**src/rtl/cache_data_in_arbiter.sv**
```systemverilog
// cache_data_in_arbiter
// Collects 32-bit words from three producers (SRAM1, SRAM2, AHB) and
// delivers them to the cache write port through a one-entry registered
// output stage. One producer at a time owns a fixed-length burst, and
// ownership rotates round-robin.
//
// Handshake: every channel uses strict valid/ready semantics. A word moves
// on the rising edge where valid and ready are both high. A producer must
// hold its word stable while valid is high and ready is low. Ready never
// depends on the same channel's valid.
//
// Source codes match the cache output steering: 1=SRAM1, 2=SRAM2, 3=AHB, 0=none.
//
// Optional feature: define CACHE_IN_ABORT_EN to add the burst_abort input.
// It ends the current grant early, without a burst_done pulse.
//
// dbg_state exposes the FSM state (0=IDLE, 1=GRANT).

module cache_data_in_arbiter #(
    parameter int DATA_W    = 32,
    parameter int BURST_LEN = 4,
    parameter int CNT_W     = 4
) (
    input  logic              clk,
    input  logic              n_rst,
    input  logic              sram1_valid,
    input  logic [DATA_W-1:0] sram1_data,
    output logic              sram1_ready,
    input  logic              sram2_valid,
    input  logic [DATA_W-1:0] sram2_data,
    output logic              sram2_ready,
    input  logic              ahb_valid,
    input  logic [DATA_W-1:0] ahb_data,
    output logic              ahb_ready,
    output logic              cache_valid,
    output logic [DATA_W-1:0] cache_data,
    output logic [1:0]        cache_src,
    input  logic              cache_ready,
    output logic              burst_done,
`ifdef CACHE_IN_ABORT_EN
    input  logic              burst_abort,
`endif
    output logic              dbg_state
);

    typedef enum logic {
        IDLE  = 1'b0,
        GRANT = 1'b1
    } state_t;

    localparam logic [1:0] SRC_NONE  = 2'd0;
    localparam logic [1:0] SRC_SRAM1 = 2'd1;
    localparam logic [1:0] SRC_SRAM2 = 2'd2;
    localparam logic [1:0] SRC_AHB   = 2'd3;

    localparam logic [CNT_W-1:0] LAST_CNT = CNT_W'(BURST_LEN - 1);

    state_t           state, state_n;
    logic [1:0]       grant, grant_n;
    logic [1:0]       last_grant, last_grant_n;
    logic [CNT_W-1:0] count, count_n;
    logic             done_n;
    logic [1:0]       pick;
    logic             src_valid;
    logic [DATA_W-1:0] src_data;
    logic             slot_free;
    logic             xfer;
    logic             abort_req;

`ifdef CACHE_IN_ABORT_EN
    assign abort_req = burst_abort;
`else
    assign abort_req = 1'b0;
`endif

    assign dbg_state = (state == GRANT);

    // Output slot can take a word when empty or being drained this cycle.
    assign slot_free = !cache_valid || cache_ready;

    // Round-robin pick: scan starts at the source after last_grant.
    always_comb begin
        pick = SRC_NONE;
        case (last_grant)
            SRC_SRAM1: begin
                if (sram2_valid)      pick = SRC_SRAM2;
                else if (ahb_valid)   pick = SRC_AHB;
                else if (sram1_valid) pick = SRC_SRAM1;
            end
            SRC_SRAM2: begin
                if (ahb_valid)        pick = SRC_AHB;
                else if (sram1_valid) pick = SRC_SRAM1;
                else if (sram2_valid) pick = SRC_SRAM2;
            end
            default: begin
                if (sram1_valid)      pick = SRC_SRAM1;
                else if (sram2_valid) pick = SRC_SRAM2;
                else if (ahb_valid)   pick = SRC_AHB;
            end
        endcase
    end

    // Route the granted producer's valid and data to the output stage.
    always_comb begin
        src_valid = 1'b0;
        src_data  = '0;
        case (grant)
            SRC_SRAM1: begin src_valid = sram1_valid; src_data = sram1_data; end
            SRC_SRAM2: begin src_valid = sram2_valid; src_data = sram2_data; end
            SRC_AHB:   begin src_valid = ahb_valid;   src_data = ahb_data;   end
            default:   begin src_valid = 1'b0;        src_data = '0;         end
        endcase
    end

    // FSM next state, burst bookkeeping and producer ready outputs.
    always_comb begin
        state_n      = state;
        grant_n      = grant;
        last_grant_n = last_grant;
        count_n      = count;
        done_n       = 1'b0;
        xfer         = 1'b0;
        sram1_ready  = 1'b0;
        sram2_ready  = 1'b0;
        ahb_ready    = 1'b0;
        case (state)
            IDLE: begin
                // Arbitration takes this whole cycle, so no word is accepted here.
                if (pick != SRC_NONE) begin
                    grant_n = pick;
                    count_n = '0;
                    state_n = GRANT;
                end
            end
            GRANT: begin
                if (abort_req) begin
                    // Abort ends the grant quietly; any held word still drains.
                    state_n      = IDLE;
                    last_grant_n = grant;
                    grant_n      = SRC_NONE;
                    count_n      = '0;
                end else begin
                    sram1_ready = (grant == SRC_SRAM1) && slot_free;
                    sram2_ready = (grant == SRC_SRAM2) && slot_free;
                    ahb_ready   = (grant == SRC_AHB)   && slot_free;
                    xfer        = src_valid && slot_free;
                    if (xfer) begin
                        if (count == LAST_CNT) begin
                            state_n      = IDLE;
                            last_grant_n = grant;
                            grant_n      = SRC_NONE;
                            count_n      = '0;
                            done_n       = 1'b1;
                        end else begin
                            count_n = count + 1'b1;
                        end
                    end
                end
            end
            default: begin
                state_n = IDLE;
            end
        endcase
    end

    // FSM state register plus registered burst_done pulse.
    always_ff @(posedge clk or negedge n_rst) begin
        if (!n_rst) begin
            state      <= IDLE;
            grant      <= SRC_NONE;
            last_grant <= SRC_AHB;
            count      <= '0;
            burst_done <= 1'b0;
        end else begin
            state      <= state_n;
            grant      <= grant_n;
            last_grant <= last_grant_n;
            count      <= count_n;
            burst_done <= done_n;
        end
    end

    // One-entry output register: reload on transfer, otherwise clear when consumed.
    always_ff @(posedge clk or negedge n_rst) begin
        if (!n_rst) begin
            cache_valid <= 1'b0;
            cache_data  <= '0;
            cache_src   <= SRC_NONE;
        end else if (xfer) begin
            cache_valid <= 1'b1;
            cache_data  <= src_data;
            cache_src   <= grant;
        end else if (cache_ready) begin
            cache_valid <= 1'b0;
            cache_src   <= SRC_NONE;
        end
    end

endmodule

```
**config.mk**
```make
export PLATFORM = sky130hd
export DESIGN_NAME = cache_data_in_arbiter
export DESIGN_NICKNAME = d
export VERILOG_FILES = /design/src/rtl/cache_data_in_arbiter.sv
export SDC_FILE = /design/constraint.sdc
export NUM_CORES = 1
export LEC_CHECK = 0
export ABC_AREA = 1
export CAP_MARGIN = 20
export CORE_MARGIN = 2
export CORE_UTILIZATION = 39
export CTS_CLUSTER_DIAMETER = 60
export DETAILED_ROUTE_END_ITERATION = 10
export MAX_ROUTING_LAYER = met4
export PLACE_DENSITY = 0.8
export SKIP_CTS_REPAIR_TIMING = 1
export SYNTH_ARGS = -nofsm -noshare
export SYNTH_HDL_FRONTEND = slang
export SYNTH_SLANG_ARGS = --single-unit
```
**constraint.sdc**
```tcl
create_clock -name clk -period 2.1 [get_ports clk]
set_clock_uncertainty 0.1 [all_clocks]
set_input_delay 0.21 -clock clk [delete_from_list [all_inputs] [get_ports clk]]
set_output_delay 0.21 -clock clk [all_outputs]
set_load 0.01 [all_outputs]
```
==> impl_results.md, run 1 <==
- Status: finished clean
- Synth Area in Compound Gates: 0.02801
- Initial Util: 0.3984
- Cells after synthesis: approximately 370
- Worst reg-to-reg path cell count: 8
- P&R area growth vs syn: 64.98%
- Via density: slightly below 5
- Clk buf depth: 2
- Share of the synthesized area in the top cell type: 0.4302
- Clock power frac: 0.131
- M1 wire length: 3135 um
- Worst Path Class, Setup: in2out
- Worst reg2reg startpoint: last_grant[0]$_DFFE_PN1P_
- Reg2Reg Capture Point: count[1]$_DFFE_PN0P_
- Synth cell types: 19
- Util after Layout: 0.6574
- Crit Path Max Fanout: 3
- FF+latch count, synth: between 40 and 50
- IO Pins: around 140
- Peak supply drop: 0.001007 V
- Length of routed met2 wiring: about 3700 um
- Synth area leaders: dfrtp_1 43%, nand2_1 33%, nand3_1 8.0%, o21ai_0 2.2%, dfstp_2 2.1%
- Overall Global Routing Usage: 0.2238
- Ys Warns: 0
- Worst Tran Pin Value: ~0.53 ns
- Largest family of logic cells by synthesized area: simple AND/OR/NAND/NOR gates
- Gate power share: 0.584
- Max Cap Viol: 0
- WL final: roughly 7600 um
- Register share of total power: 0.285
- Synth Area per Inst: 6.724 um2
- I/O Buffers: 141
- Clk_lat worst skew: approximately 0.29 ns
- Crit path to: sram1_ready
- Final Cell Area: slightly above 0.004 mm2
- Leakage power: 1.996 nW
- Endpoint class of the critical path: output port
- Core ar.: about 0.0063 mm2
- CTS tree: done
- Mux cell area share after synthesis: 0
- Setup TNS: 0 ns
- R2R Setup Slk: about 0.19 ns
- Fillers: about 550
- Hold slack: between 0.3 and 0.4 ns
- Ant. Diodes: 0
- Ys async rst share: 1.000
- Met3 WL: 655 um
- Top Layer Used: met4
- Die W: roughly 84 um
- Fin. max-slew vios: 0
- H-tree depth: 2
- Post-synthesis sequential area ratio: 0.4512
- Layout cell share with drive strength beyond 1: 0.05243
- Post-synthesis xor/xnor area fraction: 0.003502
- Placed Area: roughly 0.0040 mm2
- Vias in the first global route: around 2,800
- Top-count cell post-synth: nand2_1
- Net Sw Power: 0.002165 W
- Largest net degree at the start of global routing: 33
- Worst setup margin: ~0.11 ns
- Full die area: between 0.007 and 0.008 mm2
- Row count: 29
- RSZ-0062 raised after global routing: false
- Top_reg_cell synth: dfrtp_1
- Worst Setup SP: cache_ready
- # clock sinks: 45
- Max transition margin: 0.6437
- Final setup violating endpoints: 0
- Antenna violations before repair: 0
- Mean routed wirelength per cell: ~13 um
- GR Overflow Total: 0
- Post-synth top area cell: dfrtp_1
- CP arrival: 1.68 ns
- Post-route antenna net violation count: 0
- Mapped Nets: between 400 and 500
- Synth Cell Area: 0.002501 mm2
- Max Clock Freq: slightly above 500 MHz
- Clock Root Buffer: clkbuf_8
- RD Place Congestion: between 0.8 and 0.9
- Switching part of the total: 0.4213
- Placement Setup Slack: roughly 0.11 ns
- Post-Synth Adder-Cell Area: 0.01501
- Via count: around 2,800
- Most frequent cells after synthesis: 221 x nand2_1, 43 x dfrtp_1, 40 x nand3_1, 13 x inv_1, 11 x o21ai_0
- TritonCTS Buffers: 5
- Clock transition at path regs: around 0.080 ns
- Initial DRT Pass Iterations: 4
- Final Critical Period: roughly 2 ns
- First-pass GRT wire length: 12,570 um
- EDFF count, synth: 0
- Die H: roughly 84 um
- DRC Markers: 0
- Pwr Density: around 1200 mW/mm2
- Synth Area in Simple Gates: 0.4407
- P_int: ~0.0030 W
- DP HPWL: approximately 5700 um
- Final period util: 0.9475
- Final Hold Fails: 0
- CP required: roughly 1.8 ns
- CP Launch Type: primary input
- Final Net Count: between 600 and 700
- Starting DRT DRC Count: slightly below 100
- Worst min-delay path class: in2async
==> registers in the layout, indices dropped and copies added (netlist names) <==
signal	flops
cache_data	32
count	4
cache_src	2
grant	2
last_grant	2
burst_done	1
cache_valid	1
dbg_state	1
==> layout make-up <==
cell class                 instances  area (um2)  area share
clock inverter                     1       30.03    0.007277
inverter                          16       60.06     0.01455
multi-input combinational        294        1221      0.2959
clock buffer                       7       86.33     0.02092
timing repair buffer             152        1504      0.3645
tap                               77       96.34     0.02335
sequential                        45        1129      0.2735
==> power groups by stage <==
stage / combinational (W) / clock [W] / sequential, W
2_1_floorplan: 0.00160 / 0 / 0.00160
3_3_place_gp: 0.00295 / 0 / 0.00146
3_5_place_dp: 0.00302 / 0 / 0.00148
4_1_cts: 0.00304 / 0.000684 / 0.00147
5_1_grt: 0.00338 / 0.000733 / 0.00151
6_report: 0.00300 / 0.000672 / 0.00147
==> per-stage QoR <==
| step | instances | total power [W] |
|---|---|---|
| final | 592 | 0.005138 |
| after global routing | 592 | 0.005622 |
| after CTS | 591 | 0.005193 |
| after detailed placement | 583 | 0.004505 |
| after global placement | 583 | 0.004408 |
| after floorplan | 372 | 0.003194 |
==> cells by family (layout without fill, tap and decap cells) <==
family | after synthesis | after routing
AO/OA/AOI/OAI | 14 | 14
XOR/XNOR | 1 | 1
adder cells (fa/ha/maj) | 3 | 3
buffers and inverters | 33 | 176
flip-flops | 45 | 45
AND/OR/NAND/NOR | 276 | 276
==> critical path, stage by stage <==
cell,delay [ns]
clkdlybuf4s50_1,0.47
inv_1,0.07
nand2_1,0.11
nand2_1,0.09
nor3_1,0.16
clkdlybuf4s50_1,0.57
==> per-layer routing <==
metal  track usage  up-vias
met3       0.06133        2
met4       0.03226        0
met5             -        -
met2        0.3947      115
li1              -     1435
met1        0.2604     1293
==> placed cells by master (no fill, tap or decap), types with 3 or more instances in the layout <==
cell	synthesis	final
buf_4	0	9
o21ai_0	11	11
dfrtp_1	43	43
nand3_1	40	40
clkbuf_8	0	6
inv_1	13	13
a21oi_1	3	3
nor2_1	9	8
ha_1	3	3
inv_2	3	3
clkdlybuf4s50_1	0	140
nand2_1	221	221
==> worst min-delay path by stage <==
stage                     slack, ns                    endpoint   from  cells past startpoint
after floorplan               -0.19        burst_done$_DFF_PN0_  n_rst                      0
after global placement         0.12  cache_data[29]$_DFFE_PN0P_  n_rst                      1
after detailed placement       0.12  cache_data[29]$_DFFE_PN0P_  n_rst                      1
after CTS                     -0.19  cache_data[29]$_DFFE_PN0P_  n_rst                      1
after global routing           0.39  cache_data[19]$_DFFE_PN0P_  n_rst                      2
final                          0.34  cache_data[29]$_DFFE_PN0P_  n_rst                      2
(Power assumes the default switching activity.)
==> inputs of run 2 (changes only) <==
==> constraint.sdc (replaced) <==
create_clock -name clk -period 2 [get_ports clk]
set_clock_uncertainty 0.1 [all_clocks]
set_input_delay 0.2 -clock clk [delete_from_list [all_inputs] [get_ports clk]]
set_output_delay 0.2 -clock clk [all_outputs]
set_load 0.01 [all_outputs]
==> run 2 against run 1 <==
Sequential share of layout area up 0.13 points; via count fell by 0.77%; die area is the same; final area decreased by 0.36%; first-iteration DRC count decreased by 4.1%; combinational power rose by 4%; worst hold slack gained 0.0024 ns; sequential power increased by 5%; core utilization fell by 0.24 points; power is 1.9% higher; final cell count stayed put; clock-buffer cell count up 1; largest power group unchanged; highest routed layer unchanged.
==> impl_results.md, run 2 (synthesized netlist as in run 1, its figures left out) <==
- Final Hold Fails: 0 (unchanged)
- Status: finished clean (unchanged)
- DRC Markers: 0 (unchanged)
- M1 wire length: 3282 um (was 3135 um)
- Max Cap Viol: 0 (unchanged)
- Ant. Diodes: 0 (unchanged)
- I/O Buffers: 141 (unchanged)
- Worst reg2reg startpoint: last_grant[0]$_DFFE_PN1P_ (unchanged)
- CP Launch Type: primary input (unchanged)
- Largest registers: cache_data: 32 flops, count: 4 flops (unchanged)
- Clk buf depth: 2 (unchanged)
- # clock sinks: 45 (unchanged)
- CP Cell Sequence: clkdlybuf4s50_1, inv_1, nand2_1, nand2_1, nor2_1, clkdlybuf4s50_1 (was clkdlybuf4s50_1, inv_1, nand2_1, nand2_1, nor3_1, clkdlybuf4s50_1)
- Top Layer Used: met4 (unchanged)
- Mean routed wirelength per cell: 12.41 um (was 12.76 um)
- RD Place Congestion: 0.8382 (was 0.8302)
- Slowest-stage cell, CP: clkdlybuf4s50_1 (unchanged)
- Core ar.: 0.006277 mm2 (unchanged)
- P_int: 0.002996 W (was 0.002973 W)
- First-pass GRT wire length: 12,520 um (was 12,570 um)
- Net Sw Power: 0.002237 W (was 0.002165 W)
- Layout cell share with drive strength beyond 1: 0.05437 (was 0.05243)
- Post-route antenna net violation count: 0 (unchanged)
- Reg2Reg Capture Point: count[0]$_DFFE_PN0P_ (was count[1]$_DFFE_PN0P_)
- H-tree depth: 2 (unchanged)
- Met3 WL: 536 um (was 655 um)
- Crit Path Max Fanout: 3 (unchanged)
- Worst Tran Pin Value: 0.5467 ns (was 0.5345 ns)
- Length of routed met2 wiring: 3486 um (was 3742 um)
- Full die area: 0.007069 mm2 (unchanged)
- Leakage power: 2.017 nW (was 1.996 nW)
- Final Net Count: 619 (unchanged)
- Initial Util: 0.3984 (unchanged)
- P&R area growth vs syn: 64.38% (was 64.98%)
- Worst reg-to-reg path cell count: 8 (unchanged)
- Vias in the first global route: 2,821 (was 2,789)
- Final period util: 0.9324
- R2R Setup Slk: 0.15 ns (was 0.19 ns)
- Largest stage delay on the critical path: 0.55 ns (was 0.57 ns)
- Pwr Density: 1273 mW/mm2 (was 1245 mW/mm2)
- Clock Root Buffer: clkbuf_8 (unchanged)
- Clock power frac: 0.108 (was 0.131)
- Die H: 84.08 um (unchanged)
- RSZ-0062 raised after global routing: false (unchanged)
- Endpoint class of the critical path: output port (unchanged)
- Antenna violations before repair: 0 (unchanged)
- Via density: 4.769 (was 4.806)
- Switching part of the total: 0.4274 (was 0.4213)
- Final Critical Period: ~1.9 ns
- Largest register FFs: 32 (unchanged)
- Register share of total power: 0.295 (was 0.285)
- Register Area: 0.001130 mm2 (was 0.001129 mm2)
- IO Pins: 142 (unchanged)
- Starting DRT DRC Count: 94 (was 98)
- CP arrival: 1.56 ns (was 1.68 ns)
- Clk_lat worst skew: 0.29 ns (about the same)
- Worst Path Class, Setup: in2out (unchanged)
- Via count: 2,823 (was 2,845)
- Die W: 84.08 um (unchanged)
- Initial DRT Pass Iterations: 4 (unchanged)
- Setup TNS: 0 ns (unchanged)
- Worst Setup SP: cache_ready (unchanged)
- GR Overflow Total: 0 (unchanged)
- CP required: 1.70 ns (was 1.79 ns)
- Row count: 29 (unchanged)
- Max Clock Freq: between 500 and 600 MHz
- Commonest non-fill, non-tap cell in the layout: nand2_1 (unchanged)
- Worst min-delay path class: in2async (unchanged)
- Crit path to: ahb_ready (was sram1_ready)
- Clock transition at path regs: 0.08 ns (about the same)
- Multi-input logic area: 0.001226 mm2 (was 0.001221 mm2)
- CTS tree: done (unchanged)
- TritonCTS Buffers: 5 (unchanged)
- Max transition margin: 0.6355 (was 0.6437)
- Fin. max-slew vios: 0 (unchanged)
- Largest net degree at the start of global routing: 33 (unchanged)
- Gate power share: 0.597 (was 0.584)
- Final setup violating endpoints: 0 (unchanged)
- Fillers: 556 (was 552)
- WL final: 7348 um (was 7552 um)
- Util after Layout: 0.6550 (was 0.6574)
- Largest register by flop count: cache_data (unchanged)
- Peak supply drop: 0.0007820 V (was 0.001007 V)
- Most frequent cells in the layout: 221 x nand2_1, 138 x clkdlybuf4s50_1, 42 x dfrtp_1 (was 221 x nand2_1, 140 x clkdlybuf4s50_1, 43 x dfrtp_1)
- DP HPWL: 5491 um (was 5749 um)
- Overall Global Routing Usage: 0.2195 (was 0.2238)
run 2: cell count changes in the layout (fill, tap and decap cells not counted), sizes merged:
cell / before / now
clkdlybuf4s50: 140 / 138
dlymetal6s2s: 0 / 2
bufinv: 1 / 0
clkbuf: 7 / 8
run 2: how the worst min path moves through the flow:
stage / startpoint / to / slack [ns] / cells after the start
global route: n_rst / cache_valid$_DFFE_PN0P_ / 0.39 / 2
floorplan: n_rst / burst_done$_DFF_PN0_ / -0.20 / 0
finish: n_rst / cache_src[1]$_DFFE_PN0P_ / 0.34 / 2
CTS: n_rst / cache_valid$_DFFE_PN0P_ / -0.20 / 1
detailed placement: n_rst / cache_data[31]$_DFFE_PN0P_ / 0.11 / 1
global placement: n_rst / cache_data[31]$_DFFE_PN0P_ / 0.11 / 1
run 2: metal layers:
metal | GRT usage | up-vias
li1 | - | 1435
met2 | 0.3838 | 115
met3 | 0.04847 | 7
met1 | 0.2660 | 1266
met4 | 0.03079 | 0
met5 | - | -
run 2: power by group through the flow:
stage | registers, W | logic (W) | clock network (W)
finish | 0.00154 | 0.00313 | 0.000564
global route | 0.00159 | 0.00356 | 0.000616
CTS | 0.00154 | 0.00319 | 0.000584
detailed placement | 0.00155 | 0.00317 | 0
global placement | 0.00154 | 0.00309 | 0
floorplan | 0.00168 | 0.00168 | 0
run 2: worst max-delay path, delay by kind of cell:
kind                   cells  cell delay, ns
buffers and inverters      3            1.07
AND/OR/NAND/NOR            3            0.29
run 2: cell type report:
| type | instances | area share |
|---|---|---|
| Sequential cell | 45 | 0.2748 |
| Inverter | 16 | 0.01461 |
| Clock buffer | 8 | 0.02191 |
| Multi-Input combinational cell | 294 | 0.2982 |
| Timing Repair Buffer | 152 | 0.3670 |
| Tap cell | 77 | 0.02343 |
run 2: stage by stage:
stage	total power, W	instance area (um2)	instances	hold slack (ns)	setup slack, ns
2_1_floorplan	0.003354	2501	372	-0.1956	0.2884
3_3_place_gp	0.004626	4000	583	0.1101	0.07338
3_5_place_dp	0.004725	4000	583	0.1139	0.05425
4_1_cts	0.005312	4090	591	-0.2030	0.03882
5_1_grt	0.005767	4111	592	0.3927	0.008033
6_report	0.005233	4111	592	0.3413	0.1352
